===== src/rtl/alu_seq_pkg.sv =====
// Shared opcode and FSM-state types for the sequential stack-machine ALU.
package alu_seq_pkg;

   typedef enum logic [3:0] {
      OP_ILL  = 4'd0,
      OP_ADD  = 4'd1,
      OP_SUB  = 4'd2,
      OP_MUL  = 4'd3,
      OP_DIV  = 4'd4,
      OP_MOD  = 4'd5,
      OP_AND  = 4'd6,
      OP_OR   = 4'd7,
      OP_XOR  = 4'd8,
      OP_NOT  = 4'd9,
      OP_PASS = 4'd10,
      OP_SHL  = 4'd11,
      OP_SHR  = 4'd12,
      OP_LT   = 4'd13,
      OP_GE   = 4'd14,
      OP_EQ   = 4'd15
   } op_e;

   typedef enum logic [1:0] {
      ST_IDLE = 2'd0,
      ST_DIV  = 2'd1,
      ST_FIX  = 2'd2
   } state_e;

   function automatic logic is_div_op(input op_e op);
      return (op == OP_DIV) || (op == OP_MOD);
   endfunction

endpackage


===== src/rtl/alu_seq_if.sv =====
// Request/response handshake bundle between the stack control FSM and alu_seq.
interface alu_seq_if #(parameter int W = 16);

   logic         in_valid;
   logic         in_ready;
   logic [3:0]   op;
   logic [W-1:0] a;
   logic [W-1:0] b;
   logic         out_valid;
   logic         out_ready;
   logic [W-1:0] res;
   logic         err;

   modport master (
      output in_valid, op, a, b, out_ready,
      input  in_ready, out_valid, res, err
   );

   modport slave (
      input  in_valid, op, a, b, out_ready,
      output in_ready, out_valid, res, err
   );

endinterface


===== src/rtl/alu_seq_div_iter.sv =====
// Unsigned W-bit restoring divider, one quotient bit per clock after start.
// Only instantiated when ALU_DIV_EN is defined.
module alu_div_iter #(
   parameter int W = 16
) (
   input  logic         clk,
   input  logic         rst,
   input  logic         start,
   input  logic [W-1:0] dividend,
   input  logic [W-1:0] divisor,
   output logic         busy,
   output logic         done,
   output logic [W-1:0] quot,
   output logic [W-1:0] rem
);

   localparam int CW = $clog2(W + 1);

   logic [W-1:0]  rem_q, rem_d;
   logic [W-1:0]  quot_q, quot_d;
   logic [W-1:0]  dvsr_q;
   logic [CW-1:0] cnt_q;
   logic          busy_q;
   logic [W+1:0]  trial;

   // Partial remainder stays below 2*divisor, so W+2 bits hold the signed trial difference.
   always_comb begin
      // NOTE: every always_comb output gets a default first so no path leaves it unassigned (no latch).
      rem_d  = rem_q;
      quot_d = quot_q;
      trial  = {1'b0, rem_q, quot_q[W-1]} - {2'b00, dvsr_q};
      if (trial[W+1]) rem_d = {rem_q[W-2:0], quot_q[W-1]};
      else            rem_d = trial[W-1:0];
      quot_d = {quot_q[W-2:0], ~trial[W+1]};
   end

   // NOTE: sequential state uses non-blocking assignments so all registers update together.
   always_ff @(posedge clk or posedge rst) begin
      if (rst) begin
         rem_q  <= '0;
         quot_q <= '0;
         dvsr_q <= '0;
         cnt_q  <= '0;
         busy_q <= 1'b0;
      end else if (start) begin
         rem_q  <= '0;
         quot_q <= dividend;
         dvsr_q <= divisor;
         cnt_q  <= CW'(W);
         busy_q <= 1'b1;
      end else if (busy_q) begin
         rem_q  <= rem_d;
         quot_q <= quot_d;
         cnt_q  <= cnt_q - CW'(1);
         busy_q <= (cnt_q != CW'(1));
      end
   end

   // done marks the cycle whose closing edge performs the final iteration.
   assign done = busy_q & (cnt_q == CW'(1));
   assign busy = busy_q;
   assign quot = quot_q;
   assign rem  = rem_q;

endmodule


===== src/rtl/alu_seq.sv =====
// Handshaked W-bit stack ALU: registered single-cycle ops plus iterative signed DIV/MOD.
// Define ALU_DIV_EN to build the divider; without it DIV/MOD return err=1 in one cycle.
module alu_seq
   import alu_seq_pkg::*;
#(
   parameter int W = 16
) (
   input logic     clk,
   input logic     rst,
   alu_seq_if.slave bus
);

   localparam int           SHW    = $clog2(W);
   localparam logic [W-1:0] W_WORD = W'(W);

   typedef struct packed {
      logic         err;
      logic [W-1:0] res;
   } result_t;

   state_e       state_q, state_d;
   logic         out_valid_q, out_valid_d;
   logic         err_q, err_d;
   logic [W-1:0] res_q, res_d;
   logic         in_ready, accept, drain;
   logic         div_go, div_done;
   logic [W-1:0] fix_res;
   op_e          op;
   result_t      single;

   assign op = op_e'(bus.op);

   function automatic result_t calc(input op_e f, input logic [W-1:0] a, input logic [W-1:0] b);
      result_t r;
      r = '0;
      case (f)
         OP_ADD:  r.res = a + b;
         OP_SUB:  r.res = a - b;
         OP_MUL:  r.res = a * b;
`ifdef ALU_DIV_EN
         // Only the zero-divisor case completes here; non-zero divisors take the iterative path.
         OP_DIV:  begin r.res = '1; r.err = 1'b1; end
         OP_MOD:  begin r.res = a;  r.err = 1'b1; end
`else
         OP_DIV:  r.err = 1'b1;
         OP_MOD:  r.err = 1'b1;
`endif
         OP_AND:  r.res = a & b;
         OP_OR:   r.res = a | b;
         OP_XOR:  r.res = a ^ b;
         OP_NOT:  r.res = ~b;
         OP_PASS: r.res = b;
         OP_SHL:  r.res = (b >= W_WORD) ? '0 : a << b[SHW-1:0];
         OP_SHR:  r.res = (b >= W_WORD) ? '0 : a >> b[SHW-1:0];
         OP_LT:   r.res = {W{$signed(a) <  $signed(b)}};
         OP_GE:   r.res = {W{$signed(a) >= $signed(b)}};
         OP_EQ:   r.res = {W{a == b}};
         default: r.err = 1'b1;
      endcase
      return r;
   endfunction

   assign single = calc(op, bus.a, bus.b);

`ifdef ALU_DIV_EN
   logic         div_start;
   logic         quot_neg_q, rem_neg_q, mod_q;
   logic         div_busy;
   logic [W-1:0] quot, rem;

   assign div_go    = is_div_op(op) && (bus.b != '0);
   assign div_start = accept & div_go;

   always_ff @(posedge clk or posedge rst) begin
      if (rst) begin
         quot_neg_q <= 1'b0;
         rem_neg_q  <= 1'b0;
         mod_q      <= 1'b0;
      end else if (div_start) begin
         quot_neg_q <= bus.a[W-1] ^ bus.b[W-1];
         rem_neg_q  <= bus.a[W-1];
         mod_q      <= (op == OP_MOD);
      end
   end

   // MIN has no positive twin, but its negation is the same bit pattern read as unsigned.
   alu_div_iter #(.W(W)) u_div (
      .clk      (clk),
      .rst      (rst),
      .start    (div_start),
      .dividend (bus.a[W-1] ? -bus.a : bus.a),
      .divisor  (bus.b[W-1] ? -bus.b : bus.b),
      .busy     (div_busy),
      .done     (div_done),
      .quot     (quot),
      .rem      (rem)
   );

   assign fix_res = mod_q ? (rem_neg_q  ? -rem  : rem)
                          : (quot_neg_q ? -quot : quot);
`else
   assign div_go   = 1'b0;
   assign div_done = 1'b0;
   assign fix_res  = '0;
`endif

   always_ff @(posedge clk or posedge rst) begin
      if (rst) state_q <= ST_IDLE;
      else     state_q <= state_d;
   end

   always_comb begin
      state_d = state_q;
      case (state_q)
         ST_IDLE: if (accept && div_go) state_d = ST_DIV;
         ST_DIV:  if (div_done)         state_d = ST_FIX;
         ST_FIX:                        state_d = ST_IDLE;
         default:                       state_d = ST_IDLE;
      endcase
   end

   always_comb begin
      in_ready = (state_q == ST_IDLE) & (~out_valid_q | bus.out_ready);
      accept   = bus.in_valid & in_ready;
      drain    = out_valid_q & bus.out_ready;
   end

   // A new load on the drain edge keeps out_valid high for full-rate streaming.
   always_comb begin
      res_d       = res_q;
      err_d       = err_q;
      out_valid_d = out_valid_q & ~drain;
      if (accept && !div_go) begin
         res_d       = single.res;
         err_d       = single.err;
         out_valid_d = 1'b1;
      end else if (state_q == ST_FIX) begin
         res_d       = fix_res;
         err_d       = 1'b0;
         out_valid_d = 1'b1;
      end
   end

   always_ff @(posedge clk or posedge rst) begin
      if (rst) begin
         res_q       <= '0;
         err_q       <= 1'b0;
         out_valid_q <= 1'b0;
      end else begin
         res_q       <= res_d;
         err_q       <= err_d;
         out_valid_q <= out_valid_d;
      end
   end

   assign bus.in_ready  = in_ready;
   assign bus.out_valid = out_valid_q;
   assign bus.res       = res_q;
   assign bus.err       = err_q;

endmodule

===== src/flat_wrapper.sv =====
// flat-port wrapper written by rule: the top's interface ports become plain ports
module alu_seq_flat import alu_seq_pkg::*;
#(
   parameter int W = 16
)
  (clk, rst, bus_in_valid, bus_op, bus_a, bus_b, bus_out_ready, bus_in_ready, bus_out_valid, bus_res, bus_err);
  alu_seq_if #(.W(W)) bus_i ();
  input logic clk;
  input logic rst;
  input wire logic [$bits(bus_i.in_valid)-1:0] bus_in_valid;
  input wire logic [$bits(bus_i.op)-1:0] bus_op;
  input wire logic [$bits(bus_i.a)-1:0] bus_a;
  input wire logic [$bits(bus_i.b)-1:0] bus_b;
  input wire logic [$bits(bus_i.out_ready)-1:0] bus_out_ready;
  output wire logic [$bits(bus_i.in_ready)-1:0] bus_in_ready;
  output wire logic [$bits(bus_i.out_valid)-1:0] bus_out_valid;
  output wire logic [$bits(bus_i.res)-1:0] bus_res;
  output wire logic [$bits(bus_i.err)-1:0] bus_err;
  assign bus_i.in_valid = bus_in_valid;
  assign bus_i.op = bus_op;
  assign bus_i.a = bus_a;
  assign bus_i.b = bus_b;
  assign bus_i.out_ready = bus_out_ready;
  assign bus_in_ready = bus_i.in_ready;
  assign bus_out_valid = bus_i.out_valid;
  assign bus_res = bus_i.res;
  assign bus_err = bus_i.err;
  alu_seq #(.W(W)) u_core (.clk(clk), .rst(rst), .bus(bus_i));
endmodule

===== config.mk =====
export PLATFORM = sky130hd
export DESIGN_NAME = alu_seq_flat
export DESIGN_NICKNAME = d
export VERILOG_FILES = /design/src/rtl/alu_seq_pkg.sv /design/src/rtl/alu_seq_if.sv /design/src/rtl/alu_seq_div_iter.sv /design/src/rtl/alu_seq.sv /design/src/flat_wrapper.sv
export SDC_FILE = /design/constraint.sdc
export NUM_CORES = 1
export LEC_CHECK = 0
export ABC_CLOCK_PERIOD_IN_PS = 2300
export CORE_ASPECT_RATIO = 0.6
export CORE_UTILIZATION = 50
export CTS_CLUSTER_DIAMETER = 50
export DETAILED_ROUTE_END_ITERATION = 12
export PLACE_DENSITY = 0.7
export SYNTH_ARGS = -nofsm -noshare
export SYNTH_HDL_FRONTEND = slang
export SYNTH_SLANG_ARGS = --single-unit

===== constraint.sdc =====
create_clock -name clk -period 2.3 [get_ports clk]
set_input_delay 0.23 -clock clk [delete_from_list [all_inputs] [get_ports clk]]
set_output_delay 0.23 -clock clk [all_outputs]
set_load 0.02 [all_outputs]

# Word level (Yosys, flattened, before mapping)
# Cells that the tools add are included.
# totals
register_bits	18
in_bits	40
elab_cells	43
# op_classes
addsub	2
multipliers	1
magnitude_cmp	3
n_eq_ne	14
shift	2
mux	7
n_bitwise	10
n_reduce_logical	1
# op_table
op	count
case mux 16 bit (13 select lines)	1
two-way mux 16 bit	3
equality test 4 bit (second input constant)	8
adder 16 bit	1
bitwise AND 16 bit	1
equality test 16 bit	1
greater-or-equal comparator 16 bit	1
greater-or-equal comparator 16 x 5 -> 1 bit (second input constant)	1
less-than comparator 16 bit	1
multiplier 16 x 16 -> 16 bit	1
inverter 16 bit	1
bitwise OR 16 bit	1
left shift 16 x 4 -> 16 bit	1
right shift 16 x 4 -> 16 bit	1
subtractor 16 bit	1
bitwise XOR 16 bit	1
OR reduction 13 bit	1
equality test 4 x 2 -> 1 bit (second input constant)	2
equality test 4 x 3 -> 1 bit (second input constant)	2
equality test 4 x 1 -> 1 bit (second input constant)	1
bitwise AND 1 bit	3
two-way mux 1 bit	3
inverter 1 bit	2
bitwise OR 1 bit	1

# Longest topological paths before layout
# Gate-level depths: netlist (run 1).
# depth
depth_word	4
depth_mapped	26
depth_no_buf	23

# Worst setup path before layout (run 1)
# OpenSTA, ideal clock, no wires.
# synth_timing
path_kind	input port to flip-flop
from	input bus_b[1]
to	register u_core.res_q[14], in the netlist u_core.bus.res[14]
setup_ns	0.126
arrival_time_ns	5.659
t_required_ns	2.174
slack_ns	-3.486
stages	23
cell_sequence	buf_2 -> buf_2 -> buf_2 -> buf_1 -> nand2_1 -> fa_1 -> fa_1 -> fa_1 -> fa_1 -> inv_1 -> fa_1 -> inv_1 -> fa_1 -> inv_1 -> ha_1 -> o21a_1 -> a21oi_1 -> nand2b_1 -> o311ai_1 -> xnor2_1 -> nand2b_1 -> o2111a_1 -> o21ai_1
# synth_between
elab_chain_len	4
word_cells_on_any_way	13
cone_classes	add/sub: 2; mul: 1; order compare: 3; eq/ne: 1; shift: 2; mux: 4
# synth_rtl
item	line_no	rtl
start: declaration	flat_wrapper.sv:13	input wire logic [$bits(bus_i.b)-1:0] bus_b;
parallel branches: the longest is 2 deep, another holds multiplier 16 x 16 -> 16 bit	-	
case mux 16 bit (13 select lines) (*)	alu_seq.sv:36	case (f)
two-way mux 16 bit (*)	alu_seq.sv:133	if (accept && !div_go) begin
end signal: assignment	alu_seq.sv:150	res_q <= res_d;
end: declaration	alu_seq.sv:24	logic [W-1:0] res_q, res_d;
# Every way passes the cells marked *. The select of a mux whose other input is x is not followed.
# A chain may end at the register's enable or synchronous reset.

# Worst setup path in the final report (run 1)
# layout_timing
from	input bus_b[3]
to	register u_core.res_q[11], in the netlist u_core.bus.res[11]
# Same word-level chain as after synthesis.

==> results of run 1 <==
[area by class of cell]
type,instances,area [sq um]
Clock buffer,4,88.8
Fill cell,1079,3230
Inverter,171,697
Multi-Input combinational cell,877,8400
Sequential cell,18,450
Tap cell,228,285
Timing Repair Buffer,390,3470
[logic make-up after synthesis]
| logic type | after synthesis | share of synthesized area [%] |
|---|---|---|
| flip-flops | 18 | 5.18 |
| adder cells (fa/ha/maj) | 180 | 32.9 |
| AND/OR/NAND/NOR | 351 | 17.8 |
| multiplexers | 33 | 6.64 |
| AO/OA/AOI/OAI | 274 | 21.9 |
| buffers and inverters | 248 | 11.6 |
| XOR/XNOR | 38 | 3.98 |
[power breakdown]
group	switching [W]	internal [W]	total (W)
logic	0.00585	0.00535	0.0112
clock network	0.000163	0.000267	0.000430
registers	0.0000456	0.000381	0.000427
total	0.00606	0.00600	0.0121
[through the flow]
stage,util (%),instance area (sq um),setup WS (ps)
2_1_floorplan,-,9150,-2780
3_3_place_gp,70.7,11800,-3470
3_5_place_dp,70.7,11800,-3600
4_1_cts,76.1,12700,-2850
5_1_grt,80.6,13400,-2830
6_report,80.6,13400,-2710
[Yosys cell counts, types with 10 or more instances]
library cell	n	area [sq um]
inv_1	167	627
nor3_1	16	80.1
ha_1	98	1230
clkbuf_1	45	169
o22ai_1	10	62.6
nor2_1	127	477
nand2b_1	14	87.6
nor2b_1	10	62.6
mux2i_1	12	120
o21ai_0	52	260
nand2_1	131	492
dfrtp_1	18	450
a211oi_1	17	128
xnor2_1	30	263
fa_1	82	1640
a21o_1	11	82.6
buf_2	21	105
a22o_1	10	87.6
a22oi_1	13	97.6
a21oi_1	59	295
nand3_1	14	70.1
[registers in the layout, summed over array words and instances (netlist names)]
register	flops
u_core.bus.res	16
u_core.bus.err	1
u_core.bus.out_valid	1
[critical path, stage by stage]
cell,delay [ps]
buf_8,110
buf_12,140
ha_4,170
inv_4,60
fa_1,450
fa_1,490
inv_1,90
ha_2,180
inv_2,40
fa_1,480
inv_1,50
ha_1,280
inv_2,40
fa_1,520
inv_2,50
ha_4,250
o21a_1,110
o31a_1,180
o31ai_4,340
a21oi_2,100
nor2_2,180
xnor2_2,140
a2111oi_4,320
a32oi_1,130
[worst min-delay path by stage]
stage,depth (start not counted),start,slack [ps],end
3_3_place_gp,2,u_core.bus.res[3],480,u_core.bus.res[3]
6_report,2,rst,460,u_core.bus.res[9]
3_5_place_dp,2,u_core.bus.res[3],490,u_core.bus.res[3]
4_1_cts,2,rst,480,u_core.bus.res[9]
2_1_floorplan,1,rst,170,u_core.bus.err
5_1_grt,2,rst,520,u_core.bus.res[9]
[routing by layer]
metal	track usage [%]	vias up
li1	-	4521
met3	18.2	205
met5	0	-
met1	62.8	5084
met4	11.7	0
met2	60.9	914
[repair_timing]
| item | in CTS | in global routing |
|---|---|---|
| endpoints found under the setup margin | 16 | 16 |
| gates cloned | 2 | 0 |
| setup buffers | 16 | 28 |
| resized for setup | 246 | 159 |
| hold endpoints to repair | 0 | 0 |
| hold buffers | 0 | 0 |
| pin swaps | 70 | 108 |
==> metrics.txt, run 1 <==
worst endpoint required time=2440 ps; Clock Sink Count=18; Cell Area, Synth=0.00870 sq mm; CTS HTree Levels=1; crit path time final=5010 ps; unrepaired setup endpoints after global routing=true; vias in the first global route=10100; CTS Buffer Depth=2; die area=0.0180 sq mm; failing checks=setup timing; Initial Util=52.4%; Ys Warns=0; Fin Setup TNS=-29880 ps; Crit. Startpoint=bus_b[3]; Diodes inserted=0; worst reg-to-reg path cell count=7; Die W=172 um; reg2reg setup slack=350 ps; post-synthesis cell type count=86; GP Congestion=1.07; final worst-path cycle share=218%; Layout Cells excl Fill=1688; EDFF count, synth=0; DR iter-0 viols=1669; Num CTS Buffers=3; Metal-1 WL=16600 um; area delta synth->final=53.9%; DPL Wire Length=31300 um; achievable frequency=199 MHz; maxcap violations=0; most frequent cells in the layout=275 x buf_4, 120 x inv_1, 118 x nand2_1, 99 x nor2_1, 75 x fa_1; die height=104 um; Worst Hold Slack=459 ps; I/O Pins=59; outcome=finished with violations; top sig layer=met4; critical path endpoint=u_core.bus.res[11]; actual slew at the worst max-slew pin=849 ps; post-DR vias/cell=6.35; core area=0.0166 sq mm; GRT overflow=0; slew margin rel.=43.3%; clock slew at reported path FFs=70 ps; skew final=2.36 ps; sequential area share after synthesis=5.18%; clock latency on the worst-skew pair=270 ps; Hold Fails Final Rpt=0; Routed Antenna Nets=0; CP arrival=5150 ps; Avg Inst Size Synth=7.62 sq um; Max Slew Vio Count=0; CTS tree=yes; CTS root buf=clkbuf_16; most common cell after layout, fill and taps aside=buf_4; met3 wire len=6680 um; DR vias=10700; row count=36; Power Total=0.0121 W; pwr dens=900 mW/mm^2; initial antenna violation count=0; Setup crit end kind=flop; worst vdd ir=2.63 mV; crit path launch type=input port; GRT Overall Usage=44.2%; first-pass GRT wire length=59100 um; Worst R2R End=u_core.bus.res[15]; Final #Nets=1681; input/output buffers=58; met2 wire length=16800 um; number of synthesized register bits=18; worst r2r src=u_core.bus.out_valid; Mapped Nets=1362; drt wl/cell=25.0 um; WL final=42300 um; Synth async-reset ratio=100%; Mapped Cells=1142; CP Class=input port to flop; most used flip-flop cell after synthesis=dfrtp_1; Placed Instances=1640; setup violators final=16; P_leak=6.21 nW; min-delay worst type=input port to asynchronous set/reset pin; fraction of layout cells with a size suffix above 1=40.7%; CP max FO=6; final setup margin=-2710 ps; DRC viols=0; first drt pass iteration count=6; largest net degree at the start of global routing=40
Power figures use the tool's default switching activity.
==> inputs of run 2 (changes only) <==
CORE_UTILIZATION = 30   (was 50)
PLACE_DENSITY = not set   (was 0.7)
PLACE_DENSITY_LB_ADDON = 0.2   (was not set)
==> run 2 against run 1 <==
The flow still finishes with violations (setup timing). Clock power shrank 10%. Hold slack lost 74 ps. Sequential power is essentially flat. Wire length shrank 3.8%. Global-route usage shrank 17 points. Sequential share of layout area shrank 0.051 points. Clock-buffer cell count is the same. Critical path type unchanged. Largest cell class unchanged. Highest routed layer unchanged.
==> metrics.txt, run 2 (synthesis gave the netlist of run 1 again) <==
slew margin rel.=53.3%; final worst-path cycle share=220%; slowest stage delay, CP=560 ps; CTS HTree Levels=1; actual slew at the worst max-slew pin=700 ps; DR vias=10100; Fin Setup TNS=-29060 ps; P_leak=6.37 nW; CTS tree=yes; GRT Overall Usage=27.2%; skew final=1.78 ps; Hold Fails Final Rpt=0; first drt pass iteration count=5; crit path time final=5070 ps; worst vdd ir=0.976 mV; maxcap violations=0; max FFs per register=16; DPL Wire Length=33600 um; CP Class=input port to flop; row count=47; Multi-input gate area=0.00824 sq mm; pre-CTS WS=-3670 ps; crit path launch type=input port; CP dominant cell by count=fa_1; Setup crit end kind=flop; min-delay worst type=input port to asynchronous set/reset pin; slowest stage cell, crit path=fa_1; Max Slew Vio Count=0; achievable frequency=197 MHz; outcome=finished with violations; GRT overflow=0; CP max FO=3; worst endpoint required time=2470 ps; Die W=222 um; most common cell after layout, fill and taps aside=buf_4; Clock Sink Count=18; Power Total=0.0117 W; initial antenna violation count=0; sequential cell area=450 sq um; I/O Pins=59; Diodes inserted=0; clock slew at reported path FFs=50 ps; GP Congestion=0.967; CP Cell Sequence=buf_6 > inv_4 > nor2_2 > fa_1 > inv_2 > fa_1 > fa_2 > fa_1 > inv_1 > fa_1 > inv_1 > fa_1 > inv_2 > ha_4 > o21a_1 > buf_6 > nand2_2 > a21o_1 > a21oi_2 > nor3_1 > nand3b_1 > a41oi_2; Initial Util=31.0%; Routed Antenna Nets=0; dpl cell area=0.0121 sq mm; CTS Buffer Depth=2; unrepaired setup endpoints after global routing=true; die area=0.0297 sq mm; Worst R2R End=u_core.bus.res[15]; Num CTS Buffers=3; most frequent cells in the layout=316 x buf_4, 126 x inv_1, 115 x nand2_1, 105 x nor2_1, 69 x fa_1; largest net degree at the start of global routing=43; Final #Nets=1715; final setup margin=-2770 ps; Core Util, Final=48.5%; first-pass GRT wire length=60600 um; reg2reg setup slack=380 ps; DRC viols=0; CP arrival=5240 ps; vias in the first global route=9531; die height=134 um; Hold Buf Count CTS=0; area delta synth->final=56.2%; clock latency on the worst-skew pair=250 ps; worst reg-to-reg path cell count=7; core area=0.0281 sq mm; Post-Layout Inst Area=0.0136 sq mm; pwr dens=863 mW/mm^2; input/output buffers=58; post-DR vias/cell=5.40; setup violators final=16; drt wl/cell=21.8 um; WL final=40600 um; fraction of layout cells with a size suffix above 1=39.8%; CTS root buf=clkbuf_16; filler cell count=2737; worst r2r src=u_core.bus.out_valid; failing checks=setup timing; DR iter-0 viols=1173
-- run 2: cell types whose count changed in the layout (fill, tap and decap cells not counted), sizes merged --
cell / delta
dlymetal6s2s: +5
clkinv: +1
clkbuf: -4
inv: -1
dlygate4sd2: -2
clkdlybuf4s15: -1
clkdlybuf4s50: +1
buf: +35
-- run 2: final cells by class --
class	instances	share of cell area, %
multi-input cells	877	60.6
repair buffers	424	27.0
inverters	171	5.08
well taps	367	3.38
flip-flops and latches	18	3.31
clock buffers	4	0.653
-- run 2: per-stage QoR --
stage | hold slack (ps) | cells
2_1_floorplan | 169 | 1142
3_3_place_gp | 480 | 1798
3_5_place_dp | 493 | 1798
4_1_cts | 406 | 1851
5_1_grt | 452 | 1861
6_report | 385 | 1861
-- run 2: power by group --
part / internal (W) / leakage (nW) / switching (W)
sequential: 0.000382 / 0.232 / 0.0000426
clock: 0.000265 / 0.0442 / 0.000122
combinational: 0.00541 / 6.09 / 0.00552
-- run 2: worst max-delay path: cells and delay by family --
family                     cells  cell delay [ps]
and+or+nand+nor                4              430
adders and majority gates      7             3320
AOI/OAI and AO/OA              4              760
buffers and inverters          7              500
-- run 2: worst max-delay path by stage --
stage,end,start,depth (start not counted)
4_1_cts,u_core.bus.res[14],bus_a[6],22
2_1_floorplan,u_core.bus.res[14],bus_b[1],25
3_3_place_gp,u_core.bus.res[11],bus_a[7],25
5_1_grt,u_core.bus.res[14],bus_a[5],22
6_report,u_core.bus.res[15],bus_a[5],22
3_5_place_dp,u_core.bus.res[11],bus_b[5],23
-- run 2: per-layer routing --
metal  vias to the layer above  routed length [um]  track usage, %
met5                         -                   0               0
li1                       4615                   -               -
met4                         0                 387            2.51
met2                       517               14800            34.0
met1                      4893               20100            43.1
met3                        26                5410            10.6
-- run 2: what timing repair did --
item	in CTS	in global routing
pin swaps	98	71
gates cloned	1	0
gates resized for setup	239	113
buffers inserted	48	17
hold endpoints to repair	0	0
endpoints found under the setup margin	16	16
